<file path="src/rtl/id_stage_pipe.sv">
// MIPS decode stage: instruction decode, 32-entry register file written from WB,
// immediate extension, load-use hazard detection and the ID/EX pipeline register.
module id_stage_pipe #(
  parameter int DATA_W         = 32,
  parameter bit ZERO_EXT_LOGIC = 1'b1,
  parameter bit RF_BYPASS      = 1'b1
) (
  input  logic              clk,
  input  logic              reset,
  input  logic [31:0]       inst_id,
  input  logic              valid_id,
  input  logic              flush,
  input  logic              hold,
  input  logic              RegWrite_wb,
  input  logic [4:0]        RegWriteAddr_wb,
  input  logic [DATA_W-1:0] RegWriteData_wb,
  output logic              stall_id,
  output logic              valid_ex,
  output logic              RegWrite_ex,
  output logic              RegDst_ex,
  output logic              MemtoReg_ex,
  output logic              MemRead_ex,
  output logic              MemWrite_ex,
  output logic              Branch_ex,
  output logic              ALUSrcB_ex,
  output logic [2:0]        ALUCode_ex,
  output logic [DATA_W-1:0] Imm_ex,
  output logic [DATA_W-1:0] RsData_ex,
  output logic [DATA_W-1:0] RtData_ex,
  output logic [4:0]        RsAddr_ex,
  output logic [4:0]        RtAddr_ex,
  output logic [4:0]        RdAddr_ex
);

  localparam logic [2:0] ALU_ADD = 3'b000;
  localparam logic [2:0] ALU_SUB = 3'b001;
  localparam logic [2:0] ALU_AND = 3'b010;
  localparam logic [2:0] ALU_OR  = 3'b011;
  localparam logic [2:0] ALU_SLT = 3'b100;

  localparam logic [5:0] OP_RTYPE = 6'h00;
  localparam logic [5:0] OP_BEQ   = 6'h04;
  localparam logic [5:0] OP_ADDI  = 6'h08;
  localparam logic [5:0] OP_ANDI  = 6'h0C;
  localparam logic [5:0] OP_ORI   = 6'h0D;
  localparam logic [5:0] OP_LW    = 6'h23;
  localparam logic [5:0] OP_SW    = 6'h2B;

  typedef struct packed {
    logic       reg_write;
    logic       reg_dst;
    logic       mem_to_reg;
    logic       mem_read;
    logic       mem_write;
    logic       branch;
    logic       alu_src_b;
    logic [2:0] alu_code;
  } ctrl_t;

  typedef struct packed {
    ctrl_t             ctrl;
    logic [DATA_W-1:0] imm;
    logic [DATA_W-1:0] rs_data;
    logic [DATA_W-1:0] rt_data;
    logic [4:0]        rs;
    logic [4:0]        rt;
    logic [4:0]        rd;
  } idex_t;

  logic [5:0] op, fn;
  logic [4:0] rs, rt, rd;
  assign op = inst_id[31:26];
  assign rs = inst_id[25:21];
  assign rt = inst_id[20:16];
  assign rd = inst_id[15:11];
  assign fn = inst_id[5:0];

  // ---------------- decode ----------------
  ctrl_t dec;
  logic  uses_rt;
  always_comb begin
    dec     = '0;
    uses_rt = 1'b0;
    case (op)
      OP_RTYPE: begin
        uses_rt = 1'b1;
        case (fn)
          6'h20: begin dec.reg_write = 1'b1; dec.reg_dst = 1'b1; dec.alu_code = ALU_ADD; end
          6'h22: begin dec.reg_write = 1'b1; dec.reg_dst = 1'b1; dec.alu_code = ALU_SUB; end
          6'h24: begin dec.reg_write = 1'b1; dec.reg_dst = 1'b1; dec.alu_code = ALU_AND; end
          6'h25: begin dec.reg_write = 1'b1; dec.reg_dst = 1'b1; dec.alu_code = ALU_OR;  end
          6'h2A: begin dec.reg_write = 1'b1; dec.reg_dst = 1'b1; dec.alu_code = ALU_SLT; end
          default: ;
        endcase
      end
      OP_ADDI: begin dec.reg_write = 1'b1; dec.alu_src_b = 1'b1; dec.alu_code = ALU_ADD; end
      OP_ANDI: begin dec.reg_write = 1'b1; dec.alu_src_b = 1'b1; dec.alu_code = ALU_AND; end
      OP_ORI:  begin dec.reg_write = 1'b1; dec.alu_src_b = 1'b1; dec.alu_code = ALU_OR;  end
      OP_LW: begin
        dec.reg_write  = 1'b1;
        dec.mem_read   = 1'b1;
        dec.mem_to_reg = 1'b1;
        dec.alu_src_b  = 1'b1;
        dec.alu_code   = ALU_ADD;
      end
      OP_SW: begin
        uses_rt       = 1'b1;
        dec.mem_write = 1'b1;
        dec.alu_src_b = 1'b1;
        dec.alu_code  = ALU_ADD;
      end
      OP_BEQ: begin
        uses_rt      = 1'b1;
        dec.branch   = 1'b1;
        dec.alu_code = ALU_SUB;
      end
      default: ;
    endcase
  end

  // ---------------- immediate ----------------
  logic [DATA_W-1:0] imm;
  always_comb begin
    imm = DATA_W'($signed(inst_id[15:0]));
    if (ZERO_EXT_LOGIC && (op == OP_ANDI || op == OP_ORI))
      imm = DATA_W'(inst_id[15:0]);
  end

  // ---------------- register file ----------------
  logic [DATA_W-1:0] rf [32];
  logic [DATA_W-1:0] rs_data, rt_data;

  always_ff @(posedge clk) begin
    if (reset) begin
      for (int i = 0; i < 32; i++) rf[i] <= '0;
    end else if (RegWrite_wb && RegWriteAddr_wb != 5'd0) begin
      rf[RegWriteAddr_wb] <= RegWriteData_wb;
    end
  end

  // Write-first bypass lets an instruction in ID see the value WB retires this cycle.
  always_comb begin
    rs_data = (rs == 5'd0) ? '0 : rf[rs];
    rt_data = (rt == 5'd0) ? '0 : rf[rt];
    if (RF_BYPASS && RegWrite_wb && RegWriteAddr_wb != 5'd0) begin
      if (RegWriteAddr_wb == rs) rs_data = RegWriteData_wb;
      if (RegWriteAddr_wb == rt) rt_data = RegWriteData_wb;
    end
  end

  // ---------------- load-use hazard ----------------
  idex_t ex;
  logic  haz;
  always_comb begin
    haz = valid_id && valid_ex && ex.ctrl.mem_read && (ex.rt != 5'd0) &&
          ((ex.rt == rs) || (uses_rt && ex.rt == rt));
  end

  assign stall_id = ~reset & ~flush & (hold | haz);

  // ---------------- ID/EX register ----------------
  always_ff @(posedge clk) begin
    if (reset || flush) begin
      ex       <= '0;
      valid_ex <= 1'b0;
    end else if (hold) begin
      ex       <= ex;
      valid_ex <= valid_ex;
    end else if (haz) begin
      ex       <= '0;
      valid_ex <= 1'b0;
    end else begin
      ex.ctrl    <= valid_id ? dec : '0;
      ex.imm     <= imm;
      ex.rs_data <= rs_data;
      ex.rt_data <= rt_data;
      ex.rs      <= rs;
      ex.rt      <= rt;
      ex.rd      <= rd;
      valid_ex   <= valid_id;
    end
  end

  assign RegWrite_ex = ex.ctrl.reg_write;
  assign RegDst_ex   = ex.ctrl.reg_dst;
  assign MemtoReg_ex = ex.ctrl.mem_to_reg;
  assign MemRead_ex  = ex.ctrl.mem_read;
  assign MemWrite_ex = ex.ctrl.mem_write;
  assign Branch_ex   = ex.ctrl.branch;
  assign ALUSrcB_ex  = ex.ctrl.alu_src_b;
  assign ALUCode_ex  = ex.ctrl.alu_code;
  assign Imm_ex      = ex.imm;
  assign RsData_ex   = ex.rs_data;
  assign RtData_ex   = ex.rt_data;
  assign RsAddr_ex   = ex.rs;
  assign RtAddr_ex   = ex.rt;
  assign RdAddr_ex   = ex.rd;

endmodule

</file>
<file path="config.mk">
export PLATFORM = sky130hd
export DESIGN_NAME = id_stage_pipe
export DESIGN_NICKNAME = d
export VERILOG_FILES = /design/src/rtl/id_stage_pipe.sv
export SDC_FILE = /design/constraint.sdc
export NUM_CORES = 2
export LEC_CHECK = 0
export BUFFER_PORTS_ARGS = -buffer_cell sky130_fd_sc_hd__buf_2
export CAP_MARGIN = 25
export CORE_MARGIN = 5
export CORE_UTILIZATION = 30
export DETAILED_ROUTE_END_ITERATION = 10
export SLEW_MARGIN = 20
export SYNTH_ARGS = -nofsm -noshare
export SYNTH_HDL_FRONTEND = slang
export SYNTH_SLANG_ARGS = --single-unit
</file>
<file path="constraint.sdc">
create_clock -name clk -period 9.35 [get_ports clk]
set_clock_uncertainty 0.1 [all_clocks]
set_input_delay 2.3375 -clock clk [delete_from_list [all_inputs] [get_ports clk]]
set_output_delay 2.3375 -clock clk [all_outputs]
set_load 0.005 [all_outputs]
</file>
Yosys cells after proc, flatten, opt, wreduce, memory -nomap -nowiden
Memories as Yosys holds them, arrays and structs flattened.
Index checks and enable logic that the tools add are counted.
{"block": "op_classes", "n_reduce_logical": 19, "n_bitwise": 5, "eq_ne": 15, "muxes": 28}
{"cell": "$mux W32", "n": 8}
{"cell": "$mux W121", "n": 1}
{"cell": "$eq A6 B6 Y1 const B", "n": 7}
{"cell": "$reduce_or A32 Y1", "n": 1}
{"cell": "$pmux W3 S4", "n": 2}
{"cell": "$eq A5 B5 Y1", "n": 4}
{"cell": "$eq A6 B4 Y1 const B", "n": 3}
{"cell": "$mux W1", "n": 12}
{"cell": "$logic_not A5 Y1", "n": 2}
{"cell": "$mux W10", "n": 1}
{"cell": "$reduce_bool A5 Y1", "n": 2}
{"cell": "$reduce_or A5 Y1", "n": 2}
{"cell": "$eq A6 B3 Y1 const B", "n": 1}
{"cell": "$logic_and A1 B1 Y1", "n": 6}
{"cell": "$logic_not A6 Y1", "n": 1}
{"cell": "$mux W5", "n": 1}
{"cell": "$mux W2", "n": 2}
{"cell": "$reduce_or A4 Y1", "n": 1}
{"cell": "$logic_or A1 B1 Y1", "n": 3}
{"cell": "$reduce_or A3 Y1", "n": 1}
{"cell": "$and A1 B1 Y1", "n": 2}
{"cell": "$not A1 Y1", "n": 2}
{"cell": "$pmux W1 S2", "n": 1}
{"cell": "$or A1 B1 Y1", "n": 1}
{"block": "totals", "ram_bits": 1024, "memories": 1, "in_bits": 75, "ff_bits": 122, "elab_cells": 83, "out_inout_bits": 123}
{"memory": "rf", "words": 32, "width": 32, "rd": 2, "rd_clocked_by_memory_dff": 0, "write_ports": 32, "line_no": "130", "text": "logic [DATA_W-1:0] rf [32];"}

Longest topological paths before layout
{"block": "depth", "word_depth": 8, "depth_mapped": 11, "depth_no_buf": 5}

Worst setup path before layout
OpenSTA, ideal clock, no wires.
{"block": "synth_path", "path_kind": "input to output", "start": "input inst_id[21]", "end": "output stall_id", "cell_stages": 9, "path_buffers": 5, "setup_slack_ns": 2.820, "t_arrival_ns": 4.092, "t_required_ns": 6.912, "path_cell_list": "buf_4 > buf_6 > buf_2 > xor2_1 > o41a_1 > o21ai_1 > buf_2 > buf_2 > and2_1"}
{"block": "synth_between", "elab_chain_cells": 5}
{"item": "from (decl)", "line_no": "10", "text": "input logic [31:0] inst_id,"}
{"item": "$eq A5 B5 Y1", "line_no": "156", "text": "((ex.rt == rs) || (uses_rt && ex.rt == rt));"}
{"item": "$logic_or A1 B1 Y1", "line_no": "156"}
{"item": "$logic_and A1 B1 Y1", "line_no": "155", "text": "haz = valid_id && valid_ex && ex.ctrl.mem_read && (ex.rt != 5'd0) &&"}
{"item": "$or A1 B1 Y1", "line_no": "159", "text": "assign stall_id = ~reset & ~flush & (hold | haz);"}
{"item": "$and A1 B1 Y1", "line_no": "159"}
{"item": "to (decl)", "line_no": "17", "text": "output logic stall_id,"}
No other way between the ends.

Worst setup path in the final report
{"block": "layout_path", "start": "input inst_id[23]", "end": "output stall_id"}
The elaborated chain is that of the path after synthesis.

==> metrics.md <==
| Metric | Value |
|---|---|
| Most common cell after layout, fill and taps aside | `edfxtp_1` |
| Outcome | `finished clean` |
| Most used DFF post-synth | `edfxtp_1` |
| Layout area overhead | `13.14%` |
| Final GP Congestion | `0.8743` |
| Most frequent cells in the layout | `1,024 x edfxtp_1, 683 x nor3_1, 383 x mux4_2` |
| Port buffer count | `slightly below 200` |
| Resize count post-CTS | `0` |
| CP Class | `input pin to primary output` |
| DRC | `0` |
| Hold Buf Count CTS | `0` |
| R2R Setup Slk | `approximately 6.3 ns` |
| Sink Count | `roughly 1,100` |
| Longest Clk Path Bufs | `3` |
| Slew margin rel. | `between 20% and 30%` |
| Crit Path Max Fanout | `38` |
| Hold Crit Class | `register to register` |
| Die Area | `roughly 210,000 sq um` |
| Synth unique cells | `between 60 and 70` |
| Final WL | `217.2 mm` |
| Yosys warning total | `0` |
| Initial core utilization | `a little under a third` |
| Clk_lat worst skew | `0.77 ns` |
| Minimum clock period | `~7 ns` |
| Core footprint | `around 190,000 sq um` |
| Final WS setup | `~2.3 ns` |
| # IOs | `between 150 and 200` |
| First-pass GRT wire length | `307.0 mm` |
| Layout Nets | `between 4,000 and 5,000` |
| Vias in the first global route | `between 40,000 and 50,000` |
| Post-synth EDFFs | `about 1,000` |
| Final Cycle Share | `between 70% and 80%` |
| Hold Violations, Final | `0` |
| Die height | `about 450 um` |
| Vias per cell | `roughly 6.0` |
| DR WL/cell | `31.04 um` |
| Power Density | `approximately 190 nW/um^2` |
| Setup TNS | `0 ns` |
| Hpwl dp | `132.3 mm` |
| Die W | `between 400 and 500 um` |
| Maximum VDD drop | `approximately 200 uV` |
| Max Slew Vio Count | `0` |
| Share of cells above drive strength 1 | `between 20% and 30%` |
| Netlist Area Pre-Place | `between 50,000 and 60,000 sq um` |
| Synth Instances | `approximately 4,300` |
| H-tree depth | `4` |
| Flops & latches, synth | `around 1,100` |
| Reg clk slew, reported paths | `approximately 0.06 ns` |
| GRT Util Overall | `approximately a fifth` |
| Syn Area/Cell | `~14 sq um` |
| Via Count | `about 42,000` |
| Highest clock rate | `142.1 MHz` |
| Initial antenna violation count | `22` |
| Seq/Total Area, Yosys | `a little under three fifths` |
| CP endpoint kind | `primary output` |
| Global route overflow | `0` |
| Layout Cells excl Fill | `6,997` |
| CP Launch Type | `input pin` |
| RSZ-0062 raised after global routing | `no` |
| Antenna Nets Post-Route | `0` |
| Root buf cell | `clkbuf_16` |
| FFs w/ async S/R, synth | `0%` |
| Largest net degree at the start of global routing | `140` |
| Dpl ws | `between 2 and 2.5 ns` |
| Leak Pwr | `between 20 and 25 nW` |
| WHS | `approximately 0.36 ns` |
| Initial drt markers | `5,893` |
| Post-CTS setup buffers | `0` |
| Max-Cap Viols | `0` |
| Worst endpoint required time | `6.91 ns` |
| CTS tree | `built` |
| Inst Count DP | `roughly 6,700` |
| Site Rows | `162` |
| Tightest Pin Transition | `between 1 and 1.5 ns` |
| WP data arrival | `approximately 4.6 ns` |
| Num CTS Buffers | `around 130` |
| Number of iterations in the first detailed-routing pass | `7` |
| Final setup fails | `0` |
[path summary, 6_finish.rpt]
path,endpoint,cells past startpoint,startpoint
max,stall_id,8,inst_id[23]
min,ALUSrcB_ex,2,ALUSrcB_ex
max reg2reg,RsData_ex[11],7,RtAddr_ex[0]
min reg2reg,ALUSrcB_ex,2,ALUSrcB_ex
[per-stage QoR]
| stage | area [sq um] | power, mW | utilization (%) |
|---|---|---|---|
| 5_1_grt | 66570 | 12.80 | 34.14 |
| 4_1_cts | 66450 | 12.49 | 34.08 |
| 6_report | 66580 | 12.49 | 34.14 |
| 3_5_place_dp | 62270 | 7.478 | 31.93 |
| 2_1_floorplan | 58970 | 6.863 | - |
| 3_3_place_gp | 62010 | 7.435 | 31.80 |
[worst max-delay path, cell delays in order]
cell and delay, ns:
buf_6 0.41, xnor2_1 0.19, nand3_1 0.09, o41a_1 0.32, buf_4 0.25, o21ai_4 0.12
and2_1 0.51, buf_2 0.22
[logic make-up after synthesis]
logic type / synth area share [%]
AO/OA/AOI/OAI: 7.182
XOR/XNOR: 0.2977
buffers and inverters: 4.382
flip-flops: 55.69
multiplexers: 20.29
other: 0.006372
AND/OR/NAND/NOR: 12.16
[final cells by class]
cell class	count	area (sq um)
Timing Repair Buffer	346	2462
Multi-Input combinational cell	2624	23750
Fill cell	18957	128400
Sequential cell	1125	32770
Antenna cell	8	20.02
Tap cell	2624	3283
Clock buffer	178	3672
Clock inverter	62	508.0
Inverter	30	112.6
[registers in the layout, indices dropped and copies added (netlist names)]
register,cells
rf,1024
RsData_ex,32
RtData_ex,32
Imm_ex,17
RsAddr_ex,5
RtAddr_ex,5
ALUCode_ex,3
ALUSrcB_ex,1
Branch_ex,1
MemWrite_ex,1
MemtoReg_ex,1
RegDst_ex,1
RegWrite_ex,1
valid_ex,1
[synthesized netlist by cell type, drive strengths merged, types with 6 or more instances]
master	instances	share of area, %
a21boi	41	0.52
edfxtp	1024	52
buf	162	1.6
nor3	684	5.8
nand4	62	0.66
a221o	41	0.70
o31ai	12	0.15
a22oi	42	0.54
dfxtp	101	3.4
clkbuf	412	2.6
mux4	383	15
o41ai	16	0.24
inv	29	0.18
o22ai	22	0.23
a21oi	35	0.30
or2	32	0.34
a41oi	15	0.22
a221oi	62	0.95
nor2	45	0.29
xnor2	17	0.25
o221ai	65	0.97
nor2b	6	0.064
nand2	141	0.90
o211ai	30	0.38
or3b	6	0.089
a2111oi	23	0.34
or3	26	0.28
and2	313	3.3
a31oi	11	0.12
mux2	64	1.2
nand3	14	0.12
o22a	41	0.61
a22o	22	0.33
mux2i	259	4.4
a211oi	24	0.31
nand3b	8	0.10
[power by group]
group | total [mW] | internal [mW] | switching [mW]
clock | 5.07 | 2.93 | 2.14
sequential | 5.90 | 5.75 | 0.146
combinational | 1.52 | 0.558 | 0.962
[per-layer routing]
metal | wire length (um) | global-route usage (%) | share of wire, %
met5 | 78 | 0.09328 | 0.036
met4 | 11620 | 10.54 | 5.4
met3 | 25010 | 5.895 | 12
met2 | 99160 | 31.74 | 46
met1 | 81300 | 26.30 | 37
Power figures use the tool's default switching activity.
